===== config.mk =====
export PLATFORM = sky130hd
export DESIGN_NAME = button_pulse_gen
export DESIGN_NICKNAME = d
export VERILOG_FILES = /design/src/rtl/button_pulse_gen_pkg.sv /design/src/rtl/btn_debounce_ch.sv /design/src/rtl/button_pulse_gen.sv
export SDC_FILE = /design/constraint.sdc
export NUM_CORES = 1
export LEC_CHECK = 0
export CAP_MARGIN = 20
export CORE_ASPECT_RATIO = 0.5
export CORE_MARGIN = 3
export CORE_UTILIZATION = 57
export DETAILED_ROUTE_END_ITERATION = 10
export PLACE_DENSITY_LB_ADDON = 0.15
export SETUP_SLACK_MARGIN = 0.5
export SLEW_MARGIN = 20
export SYNTH_ARGS = -nofsm -noshare
export SYNTH_HDL_FRONTEND = slang
export SYNTH_SLANG_ARGS = --single-unit

===== constraint.sdc =====
create_clock -name CLK -period 2.1 [get_ports CLK]
set_input_delay 0.42 -clock CLK [delete_from_list [all_inputs] [get_ports CLK]]
set_output_delay 0.42 -clock CLK [all_outputs]
set_load 0.05 [all_outputs]

===== src/rtl/button_pulse_gen_pkg.sv =====
// Shared types and constants for the push-button pulse generator.
// The channel state encoding and channel index constants live here.
package button_pulse_gen_pkg;

  typedef enum logic [1:0] {
    ST_IDLE         = 2'b00,
    ST_PRESS_WAIT   = 2'b01,
    ST_PRESSED      = 2'b10,
    ST_RELEASE_WAIT = 2'b11
  } ch_state_e;

  localparam int NUM_CH = 3;
  localparam int COIN   = 0;
  localparam int START  = 1;
  localparam int STOP   = 2;

endpackage


===== src/rtl/btn_debounce_ch.sv =====
// One button channel: 2-flop synchroniser, debounce counter and 4-state FSM.
// Emits one registered clock-wide pulse per accepted press and a debounced level.
//
// state           | meaning
// ST_IDLE         | button released and debounced
// ST_PRESS_WAIT   | input high, counting stable cycles before accepting a press
// ST_PRESSED      | press accepted, waiting for release
// ST_RELEASE_WAIT | input low, counting stable cycles before accepting release
module btn_debounce_ch
  import button_pulse_gen_pkg::*;
#(
  parameter int DEBOUNCE_CYCLES = 1000,
  parameter int CNT_W           = 16
) (
  input  logic clk,
  input  logic rst_n,
  input  logic btn_raw,
  output logic pulse,
  output logic level
);

  localparam logic [CNT_W-1:0] CNT_LAST = CNT_W'(DEBOUNCE_CYCLES - 1);

  logic [1:0]       sync_q, sync_d;
  ch_state_e        state_q, state_d;
  logic [CNT_W-1:0] cnt_q, cnt_d;
  logic             pulse_q, pulse_d;
  logic             s;

  assign s = sync_q[1];

  always_ff @(posedge clk or negedge rst_n) begin
    if (!rst_n) begin
      sync_q  <= '0;
      state_q <= ST_IDLE;
      cnt_q   <= '0;
      pulse_q <= 1'b0;
    end else begin
      sync_q  <= sync_d;
      state_q <= state_d;
      cnt_q   <= cnt_d;
      pulse_q <= pulse_d;
    end
  end

  // The pulse defaults low, so it always drops one cycle after being set.
  always_comb begin
    sync_d  = {sync_q[0], btn_raw};
    state_d = state_q;
    cnt_d   = cnt_q;
    pulse_d = 1'b0;
    case (state_q)
      ST_IDLE: begin
        if (s) begin
          state_d = ST_PRESS_WAIT;
          cnt_d   = '0;
        end
      end
      ST_PRESS_WAIT: begin
        if (!s) begin
          state_d = ST_IDLE;
        end else if (cnt_q == CNT_LAST) begin
          state_d = ST_PRESSED;
          pulse_d = 1'b1;
        end else begin
          cnt_d = cnt_q + CNT_W'(1);
        end
      end
      ST_PRESSED: begin
        if (!s) begin
          state_d = ST_RELEASE_WAIT;
          cnt_d   = '0;
        end
      end
      ST_RELEASE_WAIT: begin
        if (s) begin
          state_d = ST_PRESSED;
        end else if (cnt_q == CNT_LAST) begin
          state_d = ST_IDLE;
        end else begin
          cnt_d = cnt_q + CNT_W'(1);
        end
      end
      default: state_d = ST_IDLE;
    endcase
  end

  assign pulse = pulse_q;
  assign level = (state_q == ST_PRESSED) || (state_q == ST_RELEASE_WAIT);

endmodule


===== src/rtl/button_pulse_gen.sv =====
// Conditions the coin, start and stop push-buttons into single-cycle command
// pulses for the main machine FSM; channels are fully independent.
module button_pulse_gen
  import button_pulse_gen_pkg::*;
#(
  parameter int DEBOUNCE_CYCLES = 1000,
  parameter int CNT_W           = 16
) (
  input  logic       CLK,
  input  logic       RST,
  input  logic       BTN_COIN,
  input  logic       BTN_START,
  input  logic       BTN_STOP,
  output logic       C_IN,
  output logic       GAME_START,
  output logic       SBTN,
  output logic [2:0] BTN_STATE
);

  logic [NUM_CH-1:0] btn_raw;
  logic [NUM_CH-1:0] pulse;
  logic [NUM_CH-1:0] level;

  assign btn_raw[COIN]  = BTN_COIN;
  assign btn_raw[START] = BTN_START;
  assign btn_raw[STOP]  = BTN_STOP;

  for (genvar i = 0; i < NUM_CH; i++) begin : g_ch
    btn_debounce_ch #(
      .DEBOUNCE_CYCLES(DEBOUNCE_CYCLES),
      .CNT_W          (CNT_W)
    ) u_ch (
      .clk    (CLK),
      .rst_n  (RST),
      .btn_raw(btn_raw[i]),
      .pulse  (pulse[i]),
      .level  (level[i])
    );
  end

  assign C_IN       = pulse[COIN];
  assign GAME_START = pulse[START];
  assign SBTN       = pulse[STOP];
  assign BTN_STATE  = level;

endmodule


Word-level counts from Yosys, hierarchy flattened. Cells that the tools add are included.

Add/sub/neg operators: 3. Eq/ne operators: 30. Mux-type cells: 48. Reductions and logical operators: 12.

Operators by type and width (count): 16-bit two-way mux (15); 16-bit case mux with 4 select lines (3); 16-bit by 1-bit adder with 16-bit output, second input constant (3); 16-bit by 10-bit equality test with 1-bit output, second input constant (3); 2-bit two-way mux (18); 2-bit case mux with 4 select lines (3); 4-bit AND reduction (6); 2-bit equality test, second input constant (6); 2-bit by 1-bit inequality test with 1-bit output, second input constant (6); 2-bit inequality test, second input constant (6); 1-bit two-way mux (9); 3-bit by 1-bit inequality test with 1-bit output, second input constant (3); 3-bit inequality test, second input constant (3); 2-bit by 1-bit equality test with 1-bit output, second input constant (3); 2-bit logical NOT (3); 1-bit logical OR (3).

Register bits: 63. Output and inout port bits: 6. Logic and storage cells: 105.

Depth between registers and ports, before layout.
Depth after elaboration: 4. Gate-level depth with buffers: 5.

By module. A second synthesis with hierarchy kept.

Cells, all modules: 375. Area total of the unflattened synthesis: 3458.3 sq um.

Modules (own cells, without submodules): btn_debounce_ch (g_ch[0].u_ch ...) (instances 2, cells an instance 133, area each 1187.4 sq um); btn_debounce_ch (g_ch[2].u_ch) (instances 1, cells an instance 109, area each 1083.5 sq um).

Worst setup path before layout. No wires, ideal clock.

Path kind: reg-to-reg. From: register g_ch[0].u_ch.cnt_q[4]. To: register g_ch[0].u_ch.cnt_q[3]. Setup time: 0.121 ns. Arrival time: 1.855 ns. Required time: 1.979 ns. Path slack: 0.124 ns. Cell stages (with the launch flop): 5. Clock period less this slack: 1.976 ns. Path through: dfrtp_1 -> or4_4 -> or4_4 -> a22o_1 -> a22o_1.

Word-level cells in the longest chain between the ends: 4. Elaborated cells on any way between the ends: 5. Those cells by class: eq/ne: 1; mux: 4.

Ends and longest elaborated chain: start: declaration (RTL line btn_debounce_ch.sv:26) `logic [CNT_W-1:0] cnt_q, cnt_d;`; start signal: assignment (RTL line btn_debounce_ch.sv:41) `cnt_q <= cnt_d;`; 16-bit by 10-bit equality test with 1-bit output (*) (RTL line btn_debounce_ch.sv:62, btn_debounce_ch.sv:78); 16-bit two-way mux (*); 16-bit two-way mux, on equally long branches; 16-bit case mux with 4 select lines (*).

Every way passes the cells marked *; elsewhere a longest branch is shown, timed or not. The select of a mux whose other input is x is not followed. A chain may end at the register's enable or synchronous reset.

Final worst setup path.
From: register g_ch[0].u_ch.cnt_q[13]. To: register g_ch[0].u_ch.cnt_q[3].

The elaborated chain is that of the path after synthesis.

==> flow_metrics.py <==
metrics = {
    "outcome": {
        "run_status": "complete, but fails checks",
        "violations_in_the_final_reports": "hold timing",
    },
    "die": {
        "fp.dieW_um": 114,
        "num_rows": 18,
        "initial_utilization": 0.628,
        "core_region_area_sq_um": 5250,
        "io-pin-count": 11,
        "die_outline_area_sq_um": 6780,
        "die_h_um": 59.8,
    },
    "synthesis": {
        "syn-mean-instance-area_sq_um": 9.58,
        "netlist-cell-type-count": 46,
        "adder_cell_share_of_the_synthesized_area": 0.0114,
        "synth_fp_nets": 352,
        "synth-main-ff-cell": "sky130_fd_sc_hd__dfrtp_1",
        "synthXorXnorAreaFrac": 0.0289,
        "synth-edff-count": 0,
        "synth_top_family_by_area": "simple AND/OR/NAND/NOR gates",
        "synthSimpleGateAreaFrac": 0.273,
        "synth_async_sr_flop_share": 1.00,
        "syn-instance-count": 344,
        "proportion_of_synthesized_area_in_mux_cells": 0.0262,
        "postSynthRegisterBits": 63,
        "synth_compound_gate_area_share": 0.153,
        "yosys_warnings": 0,
        "synth-seq-area-share": 0.479,
        "synth_area_sq_um": 3290,
    },
    "pwr": {
        "power.density_nw_per_um2": 687,
        "power_mw": 2.97,
        "leakage_nw": 1.74,
        "vdd.ir_drop.worst_v": 0.000703,
    },
    "worst_setup_path": {
        "worst_ep_arrival_time_ps": 2200,
        "worstSetupPathType": "reg -> reg",
        "startpoint": "g_ch[0].u_ch.cnt_q[13]$_DFFE_PN0P_",
        "crit_path_start_kind": "flop",
        "cp_top_family": "simple AND/OR/NAND/NOR gates",
        "timing.critical_path.fanout_max": 3,
        "crit_path_max_incr_delay_ps": 550,
        "critical_path_buf_inv_count": 0,
        "r2r_slack_ps": 120,
        "worstSetupEndpointType": "flop",
        "worstPathCellList": "or4_4 -> or4_4 -> a22o_1 -> a22o_1",
        "crit-reg2reg-launch": "g_ch[0].u_ch.cnt_q[13]$_DFFE_PN0P_",
        "crit_path_top_delay_cell": "sky130_fd_sc_hd__or4_4",
        "crit_required_ps": 2320,
    },
    "grt": {
        "grt_first_pass_wirelength_um": 13200,
        "grt_usage": 0.252,
        "grt_start_max_net_pins": 51,
        "grt_pass1_vias": 2827,
        "antenna_found_initial": 0,
        "global_route_total_overflow": 0,
    },
    "timing": {
        "timing_hold_violations_final": 13,
        "worst_slew_pin_slew_ps": 693,
        "worst_clock_skew_ps": 4.59,
        "tns_ps": 0,
        "maxSlewViolCount": 0,
        "fmax_mhz": 505,
        "rsz_0062_raised_after_global_routing": "true",
        "timing.final.crit_share": 0.944,
        "maxSlewHeadroom": 0.537,
        "fin_hold_ws_ps": -8.46,
        "finalCriticalPeriod_ps": 1980,
        "finalSetupViolCount": 0,
    },
    "route": {
        "post_drt_wl_per_cell_um": 18.4,
        "avgViaCountPerCell": 6.64,
        "via_count": 3079,
        "drt_antenna_net_count": 0,
        "detail_route.iter0.violations": 453,
        "routed_wirelength_um": 8540,
        "drcViolationCount": 0,
        "drt-pass1-iter-count": 6,
    },
    "clocking": {
        "cts_tree": "done",
        "tritoncts.num_buffers": 9,
        "clk_latency_ps": 330,
        "cts_htree_levels": 3,
        "hold_buffers": 0,
        "cts_sinks": 63,
        "clk_transition_reported_paths_ps": 50,
        "clock_path_buffers": 2,
        "clockRootBuffer": "sky130_fd_sc_hd__clkbuf_16",
    },
    "finish": {
        "final.fill_count": 270,
        "post_route_cells_drive_above_1_share": 0.332,
        "mostFrequentLayoutCells": "sky130_fd_sc_hd__dfrtp_1, sky130_fd_sc_hd__nand2_1, sky130_fd_sc_hd__buf_4",
        "antenna-diode-count": 0,
        "multi_input_combinational_cell_area_sq_um": 1930,
        "final_common_cell": "sky130_fd_sc_hd__dfrtp_1",
        "design.final.nets": 398,
        "area_delta_synth_final_pct": 31.1,
        "layoutNonFillerInstCount": 464,
        "seq_area_sq_um": 1600,
    },
    "job": {
        "timing.max_cap.violations": 0,
    },
    "placement": {
        "io_buffers": 10,
        "dp_hpwl_um": 4830,
        "gpl.final_weighted_congestion": 0.903,
        "post-place-cells": 419,
    },
    "hold_path": {
        "holdCritPathClass": "in -> async",
    },
}
-- synthesized netlist by cell type (2+ instances only) --
cell | instances | area (sq um)
sky130_fd_sc_hd__and4_1 | 3 | 26.3
sky130_fd_sc_hd__nand4_1 | 13 | 81.3
sky130_fd_sc_hd__nand4b_1 | 6 | 52.6
sky130_fd_sc_hd__or3_1 | 7 | 43.8
sky130_fd_sc_hd__nor4b_1 | 4 | 35.0
sky130_fd_sc_hd__nand2_1 | 42 | 158
sky130_fd_sc_hd__o211ai_1 | 9 | 67.6
sky130_fd_sc_hd__mux2i_1 | 3 | 30.0
sky130_fd_sc_hd__nor4_1 | 4 | 25.0
sky130_fd_sc_hd__nor3_1 | 15 | 75.1
sky130_fd_sc_hd__buf_4 | 3 | 22.5
sky130_fd_sc_hd__mux2_2 | 5 | 56.3
sky130_fd_sc_hd__and3_1 | 2 | 12.5
sky130_fd_sc_hd__inv_1 | 5 | 18.8
sky130_fd_sc_hd__dfrtp_1 | 63 | 1580
sky130_fd_sc_hd__ha_1 | 3 | 37.5
sky130_fd_sc_hd__and2_1 | 2 | 12.5
sky130_fd_sc_hd__a21o_1 | 5 | 37.5
sky130_fd_sc_hd__o21ai_0 | 14 | 70.1
sky130_fd_sc_hd__a31oi_1 | 2 | 12.5
sky130_fd_sc_hd__xnor2_1 | 7 | 61.3
sky130_fd_sc_hd__nor3b_1 | 5 | 37.5
sky130_fd_sc_hd__o41ai_1 | 2 | 17.5
sky130_fd_sc_hd__nand3_1 | 20 | 100
sky130_fd_sc_hd__a22o_1 | 7 | 61.3
sky130_fd_sc_hd__xor2_1 | 2 | 17.5
sky130_fd_sc_hd__o31ai_1 | 7 | 52.6
sky130_fd_sc_hd__or2_2 | 2 | 12.5
sky130_fd_sc_hd__or4_1 | 14 | 105
sky130_fd_sc_hd__nor2_1 | 17 | 63.8
sky130_fd_sc_hd__clkbuf_1 | 13 | 48.8
sky130_fd_sc_hd__or4_4 | 2 | 22.5
sky130_fd_sc_hd__a21oi_1 | 23 | 115
-- sequential cells by signal, indices dropped and copies added (netlist names), named ones only --
name,count
g_ch.u_ch.cnt_q,48
g_ch.u_ch.pulse,3
g_ch.u_ch.state_q,3
g_ch.u_ch.sync_q,6
-- kinds of logic after synthesis --
logic type | after synthesis
AND/OR/NAND/NOR | 161
AO/OA/AOI/OAI | 77
flip-flops | 63
buffers and inverters | 22
XOR/XNOR | 10
multiplexers | 8
adder cells (fa/ha/maj) | 3
-- stage by stage --
| stage | util | setup slack (ps) | hold slack [ps] | instance area [sq um] |
|---|---|---|---|---|
| after CTS | 0.771 | 184 | 6.92 | 4050 |
| after global placement | 0.681 | 165 | 333 | 3580 |
| after detailed placement | 0.681 | 117 | 342 | 3580 |
| after floorplan | - | 213 | 124 | 3380 |
| after global routing | 0.823 | 101 | 9.30 | 4320 |
| final | 0.823 | 118 | -8.46 | 4320 |
-- repair_timing --
action,4_1_cts,5_1_grt
buffers inserted,14,16
hold endpoints to repair,0,0
pin swaps,16,15
setup endpoints to repair,44,43
resized for setup,34,47
-- area by class of cell --
cell class,instances,area share
repair buffers,52,0.0950
clock buffers,11,0.0539
well taps,70,0.0203
clock inverters,4,0.0110
multi-input cells,259,0.446
inverters,5,0.00434
flip-flops and latches,63,0.369
-- path summary, 6_finish.rpt --
kind                                                       to  cells after the start
setup / recovery            g_ch[0].u_ch.cnt_q[3]$_DFFE_PN0P_                      4
hold / removal             g_ch[2].u_ch.cnt_q[10]$_DFFE_PN0P_                      1
setup reg to reg            g_ch[0].u_ch.cnt_q[3]$_DFFE_PN0P_                      4
hold reg to reg              g_ch[0].u_ch.sync_q[1]$_DFF_PN0_                      0
max in group asynchronous   g_ch[1].u_ch.cnt_q[0]$_DFFE_PN0P_                      2
min in group CLK             g_ch[0].u_ch.sync_q[1]$_DFF_PN0_                      0
-- metal layers --
metal / part of all wire / wire length [um] / track usage / up-vias
li1: - / - / - / 1400
met4: 0.022 / 189 / 0.0942 / 0
met3: 0.059 / 501 / 0.102 / 26
met5: 0 / 0 / 0 / -
met1: 0.40 / 3420 / 0.297 / 1514
met2: 0.52 / 4430 / 0.424 / 139
-- where the power goes --
group	switching [mW]	total, mW	internal, mW	leakage [nW]
clock network	0.514	1.42	0.907	0.135
registers	0.0501	1.30	1.25	0.829
logic	0.137	0.244	0.107	0.776
No activity file was read; power rests on OpenSTA's default activity.
